--- config.mk ---
export PLATFORM = sky130hd
export DESIGN_NAME = ps2_key_decoder
export DESIGN_NICKNAME = d
export VERILOG_FILES = /design/src/rtl/ps2_key_decoder.sv
export SDC_FILE = /design/constraint.sdc
export NUM_CORES = 1
export LEC_CHECK = 0
export ABC_CLOCK_PERIOD_IN_PS = 3500
export CORE_UTILIZATION = 56
export CTS_CLUSTER_SIZE = 40
export DETAILED_ROUTE_END_ITERATION = 12
export PLACE_DENSITY = 0.79
export SLEW_MARGIN = 20
export SYNTH_ARGS = -nofsm -noshare
export SYNTH_HDL_FRONTEND = slang
export SYNTH_HIERARCHICAL = 1
export SYNTH_SLANG_ARGS = --single-unit
--- constraint.sdc ---
create_clock -name CLOCK_50 -period 3.5 [get_ports CLOCK_50]
set_input_delay 0.7 -clock CLOCK_50 [delete_from_list [all_inputs] [get_ports CLOCK_50]]
set_output_delay 0.7 -clock CLOCK_50 [all_outputs]
set_load 0.1 [all_outputs]
--- src/rtl/ps2_key_decoder.sv ---
// PS/2 Set-2 scan-code decoder: tracks NUM_KEYS keys (E0-extended included), skips E1 Pause, times out stale prefixes.
// Optional PS2_ERR_CLEAR_EN: in IDLE, bytes 00/FF/AA release every held key.

package ps2_key_decoder_pkg;
   typedef struct packed {
      logic       vld;   // completed make/break
      logic       brk;
      logic       clr;   // release-all request
      logic [8:0] code;  // {ext, scan code}
   } ps2_evt_t;
endpackage

module ps2_key_slot
   import ps2_key_decoder_pkg::*;
#(
   parameter logic [8:0] CODE = 9'h000
) (
   input  logic     CLOCK_50,
   input  logic     reset,
   input  ps2_evt_t evt,
   output logic     held_nxt,
   output logic     held,
   output logic     make,
   output logic     brk
);

   always_comb begin
      held_nxt = held;
      if (evt.clr)
         held_nxt = 1'b0;
      else if (evt.vld && evt.code == CODE)
         held_nxt = ~evt.brk;
   end

   // Edge pulses fall out of comparing next vs current, so typematic repeats are silent.
   always_ff @(posedge CLOCK_50 or posedge reset) begin
      if (reset) begin
         held <= 1'b0;
         make <= 1'b0;
         brk  <= 1'b0;
      end else begin
         held <= held_nxt;
         make <= held_nxt & ~held;
         brk  <= held & ~held_nxt;
      end
   end

endmodule

module ps2_key_decoder
   import ps2_key_decoder_pkg::*;
#(
   parameter int                    NUM_KEYS       = 4,
   parameter logic [NUM_KEYS*9-1:0] KEY_CODES      = {9'h074, 9'h06B, 9'h072, 9'h073},
   parameter int                    FWD_IDX        = 0,
   parameter int                    BACK_IDX       = 1,
   parameter int                    TIMEOUT_CYCLES = 2500000
) (
   input  logic                CLOCK_50,
   input  logic                reset,
   input  logic [7:0]          ps2_key_data,
   input  logic                ps2_key_pressed,
   output logic [NUM_KEYS-1:0] key_held,
   output logic [NUM_KEYS-1:0] key_make,
   output logic [NUM_KEYS-1:0] key_break,
   output logic [1:0]          accel
);

   localparam int TW = $clog2(TIMEOUT_CYCLES + 1);

   typedef enum logic [2:0] {IDLE, EXT, BRK, EXT_BRK, SKIP} state_t;

   state_t              state;
   logic [2:0]          skip_cnt;
   logic [TW-1:0]       tmo_cnt;
   logic                is_prefix;
   logic                is_err;
   ps2_evt_t            evt;
   logic [NUM_KEYS-1:0] held_nxt;

   assign is_prefix = ps2_key_data inside {8'hE0, 8'hF0, 8'hE1};

`ifdef PS2_ERR_CLEAR_EN
   assign is_err = ps2_key_data inside {8'h00, 8'hFF, 8'hAA};
`else
   assign is_err = 1'b0;
`endif

   always_comb begin
      evt = '0;
      if (ps2_key_pressed) begin
         case (state)
            IDLE: begin
               if (!is_prefix) begin
                  if (is_err) begin
                     evt.clr = 1'b1;
                  end else begin
                     evt.vld  = 1'b1;
                     evt.code = {1'b0, ps2_key_data};
                  end
               end
            end
            EXT: begin
               if (!is_prefix) begin
                  evt.vld  = 1'b1;
                  evt.code = {1'b1, ps2_key_data};
               end
            end
            BRK: begin
               evt.vld  = 1'b1;
               evt.brk  = 1'b1;
               evt.code = {1'b0, ps2_key_data};
            end
            EXT_BRK: begin
               evt.vld  = 1'b1;
               evt.brk  = 1'b1;
               evt.code = {1'b1, ps2_key_data};
            end
            default: ;
         endcase
      end
   end

   // A strobe always wins over timeout expiry; the counter only runs mid-sequence.
   always_ff @(posedge CLOCK_50 or posedge reset) begin
      if (reset) begin
         state    <= IDLE;
         skip_cnt <= 3'd0;
         tmo_cnt  <= '0;
      end else if (ps2_key_pressed) begin
         tmo_cnt <= '0;
         case (state)
            IDLE, EXT: begin
               case (ps2_key_data)
                  8'hE0:   state <= EXT;
                  8'hF0:   state <= (state == IDLE) ? BRK : EXT_BRK;
                  8'hE1: begin
                     state    <= SKIP;
                     skip_cnt <= 3'd7;
                  end
                  default: state <= IDLE;
               endcase
            end
            BRK, EXT_BRK: state <= IDLE;
            SKIP: begin
               skip_cnt <= skip_cnt - 3'd1;
               if (skip_cnt == 3'd1)
                  state <= IDLE;
            end
            default: state <= IDLE;
         endcase
      end else if (state != IDLE) begin
         if (tmo_cnt == TW'(TIMEOUT_CYCLES - 1)) begin
            state    <= IDLE;
            skip_cnt <= 3'd0;
            tmo_cnt  <= '0;
         end else begin
            tmo_cnt <= tmo_cnt + TW'(1);
         end
      end
   end

   for (genvar i = 0; i < NUM_KEYS; i++) begin : g_slot
      ps2_key_slot #(.CODE(KEY_CODES[9*i +: 9])) u_slot (
         .CLOCK_50 (CLOCK_50),
         .reset    (reset),
         .evt      (evt),
         .held_nxt (held_nxt[i]),
         .held     (key_held[i]),
         .make     (key_make[i]),
         .brk      (key_break[i])
      );
   end

   // Built from next-state bits so accel lands in the same cycle as key_held.
   always_ff @(posedge CLOCK_50 or posedge reset) begin
      if (reset)
         accel <= 2'b00;
      else
         accel <= {held_nxt[FWD_IDX] & ~held_nxt[BACK_IDX],
                   held_nxt[BACK_IDX] & ~held_nxt[FWD_IDX]};
   end

endmodule

==> results of run 1 <==
[power breakdown]
group	internal, mW	switching (mW)	total [mW]
clock	0.134	0.156	0.290
sequential	0.492	0.00717	0.499
combinational	0.0352	0.0539	0.0891
[sequential cells by signal, indices dropped and copies added, names as in the netlist]
| name | cells |
|---|---|
| tmo_cnt | 22 |
| g_slot.u_slot/brk | 4 |
| g_slot.u_slot/held | 4 |
| g_slot.u_slot/make | 4 |
| skip_cnt | 3 |
| state | 3 |
| accel | 2 |
[worst max path at each step]
| stage | to | slack, ps | depth (start not counted) |
|---|---|---|---|
| 4_1_cts | g_slot[3].u_slot/held | 490 | 9 |
| 2_1_floorplan | g_slot[3].u_slot/make | 900 | 8 |
| 5_1_grt | g_slot[3].u_slot/make | 240 | 9 |
| 3_5_place_dp | g_slot[3].u_slot/held | 200 | 9 |
| 6_report | g_slot[3].u_slot/held | 430 | 9 |
| 3_3_place_gp | g_slot[3].u_slot/make | 350 | 9 |
[synthesized netlist by cell type (all sizes together), types with 2 or more instances]
cell	count	area (um^2)
nand4	12	109
xor2	8	70.1
nand3	11	55.1
nand4b	3	32.5
nor2b	2	12.5
nand2	34	128
or2	4	25.0
a21o	3	23.8
nor3	7	45.0
nor4	9	90.1
a21oi	12	71.3
and4bb	6	75.1
nand4bb	3	33.8
and2	10	62.6
o41ai	2	25.0
ha	3	37.5
buf	3	27.5
o21ai	13	65.1
or4	5	41.3
mux2i	6	60.1
nor2	21	78.8
nand2b	6	37.5
and4	2	18.8
dfrtp	42	1050
inv	14	52.6
or3	4	30.0
xnor2	2	17.5
clkbuf	3	11.3
[worst max-delay path, stage by stage]
cell	delay, ps
clkdlybuf4s50_1	410
nor4b_1	340
nand3_1	190
nor2_1	190
a21oi_1	230
and2_1	260
nand4bb_1	200
or4_4	520
mux2i_1	210
[layer usage]
| layer | vias to the layer above | GRT usage, % | wire length [um] |
|---|---|---|---|
| li1 | 1012 | - | - |
| met1 | 968 | 35.0 | 2520 |
| met2 | 47 | 41.3 | 2470 |
| met3 | 4 | 4.93 | 210 |
| met4 | 0 | 7.14 | 38 |
| met5 | - | 0 | 0 |
[stage by stage]
step | util [%] | power, mW
after floorplan | - | 0.565
after global placement | 68.1 | 0.595
after detailed placement | 68.1 | 0.597
after CTS | 70.0 | 0.886
after global routing | 70.0 | 0.925
final | 70.0 | 0.877
[layout make-up]
type / instances / area, um^2
Clock buffer: 5 / 68.8
Clock inverter: 2 / 10.0
Fill cell: 355 / 1240
Inverter: 14 / 52.6
Multi-Input combinational cell: 212 / 1390
Sequential cell: 42 / 1050
Tap cell: 50 / 62.6
Timing Repair Buffer: 27 / 263
[cell families after synthesis]
kind of cell | count (synthesis) | share of synthesized area (%)
XOR/XNOR | 10 | 3.51
buffers and inverters | 20 | 3.66
flip-flops | 42 | 42.1
AND/OR/NAND/NOR | 143 | 36.7
adder cells (fa/ha/maj) | 3 | 1.51
multiplexers | 6 | 2.41
other | 1 | 0.150
AO/OA/AOI/OAI | 38 | 9.94
==> impl_metrics.yaml, run 1 <==
status:
  outcome: "finished, final reports clean"
floorplan:
  rows: 23
  die-area_um2: 4720
  start_util_pct: 60.2
  num_io_pins: 25
  core-area_um2: 4140
  die_h_um: 68.7
  die_w_um: 68.7
sta:
  finalSetupTns_ps: 0
  rsz0062_at_grt: "no"
  worst_slew_pin_slew_ps: 970
  whs_ps: 485
  finalCriticalPeriod_ps: 3070
  setup_viol: 0
  final_hold_viol_count: 0
  period_share_pct: 87.6
  fin_skew_ps: 4.64
  finalWorstSetupSlack_ps: 434
  max_slew_margin_pct: 35.1
  final_max_slew_viol_count: 0
  clock.fmax_mhz: 326
grt:
  grt_pass1_vias: 1954
  grt.overflow.total: 0
  antenna_found_initial: 0
  grt_max_degree: 31
  grt_usage_pct: 25.6
  grt_pass1_wl_mm: 8.94
clock_tree:
  ctsHoldBuffers: 0
  cts_tree: "done"
  numCtsBuffers: 5
  cts_setup_buffers: 0
  htree_levels: 2
  root_buffer: "clkbuf_8"
  clk-insertion-delay-late_ps: 280
  cts.reportedPaths.clkPinSlew_ps: 70
  cts_sinks: 42
  clockBufferDepth: 2
  cts_resized: 0
critical_path:
  path_max_fanout: 13
  crit_path_end_kind: "register"
  r2r_start: "state[2]"
  crit_type: "in -> reg"
  r2r_cells: 6
  worstPathRequired_ps: 3690
  r2r_end: "g_slot[3].u_slot/held"
  r2r_setup_slack_ps: 1010
  cp-start-kind: "input port"
  crit_arrival_ps: 3260
  crit_start: "ps2_key_data[1]"
pwr:
  ir_worst_vdd_mv: 0.266
  p_leak_nw: 1.31
  p_per_area_nw_per_um2: 303
synthesis:
  synth_ff_type: "dfrtp_1"
  ys_seq_elements: 42
  ys_types: 55
  asyncSetResetFlopFracSynth_pct: 100
  netlist_instances: 263
  avgSynthCellArea_um2: 9.48
  netlist_area_um2: 2490
  ys_warn_count: 6
  synth-edff-count: 0
  synth_seq_area_share_pct: 42.1
run:
  maxCapViolCount: 0
min_path:
  hp-start: "skip_cnt[2]"
  hold_depth: 1
  hp-class: "reg -> reg"
  holdPathEnd: "skip_cnt[2]"
cells_and_area:
  fin_area_um2: 2900
  final_cells: 352
  nets: 316
  n_antenna_cell: 0
  layout-drive-gt1-share_pct: 11.3
  synthToLayoutAreaGrowth_pct: 16.3
  final_cell_mix: "dfrtp_1 (42), nand2_1 (34), clkdlybuf4s50_1 (24)"
  mostFrequentLayoutCell: "dfrtp_1"
route:
  route.vias.total: 2031
  vias_per_cell: 5.77
  routed_wl_mm: 5.24
  drc: 0
  first_pass_iters: 4
  wl_per_cell_um: 14.9
  drt_iter0_drc: 158
  drtAntennaViolNets: 0
place:
  place_congestion: 0.864
  port_buffers: 24
  place_ws_ps: 196
  placed_area_um2: 2820
  dpl.hpwl_mm: 3.97
  place_inst: 345
Note: power is estimated with default switching activity, not from simulation.
==> run 2: changes to the inputs <==
--- a/config.mk
+++ b/config.mk
@@ -7,6 +7,7 @@
 export LEC_CHECK = 0
 export ABC_CLOCK_PERIOD_IN_PS = 3500
 export CORE_UTILIZATION = 56
+export CTS_BUF_LIST = sky130_fd_sc_hd__clkbuf_4 sky130_fd_sc_hd__clkbuf_8
 export CTS_CLUSTER_SIZE = 40
 export DETAILED_ROUTE_END_ITERATION = 12
 export PLACE_DENSITY = 0.79
==> results of run 2 <==
Same layout as run 1: the final DEF is identical, and so are final timing and power.
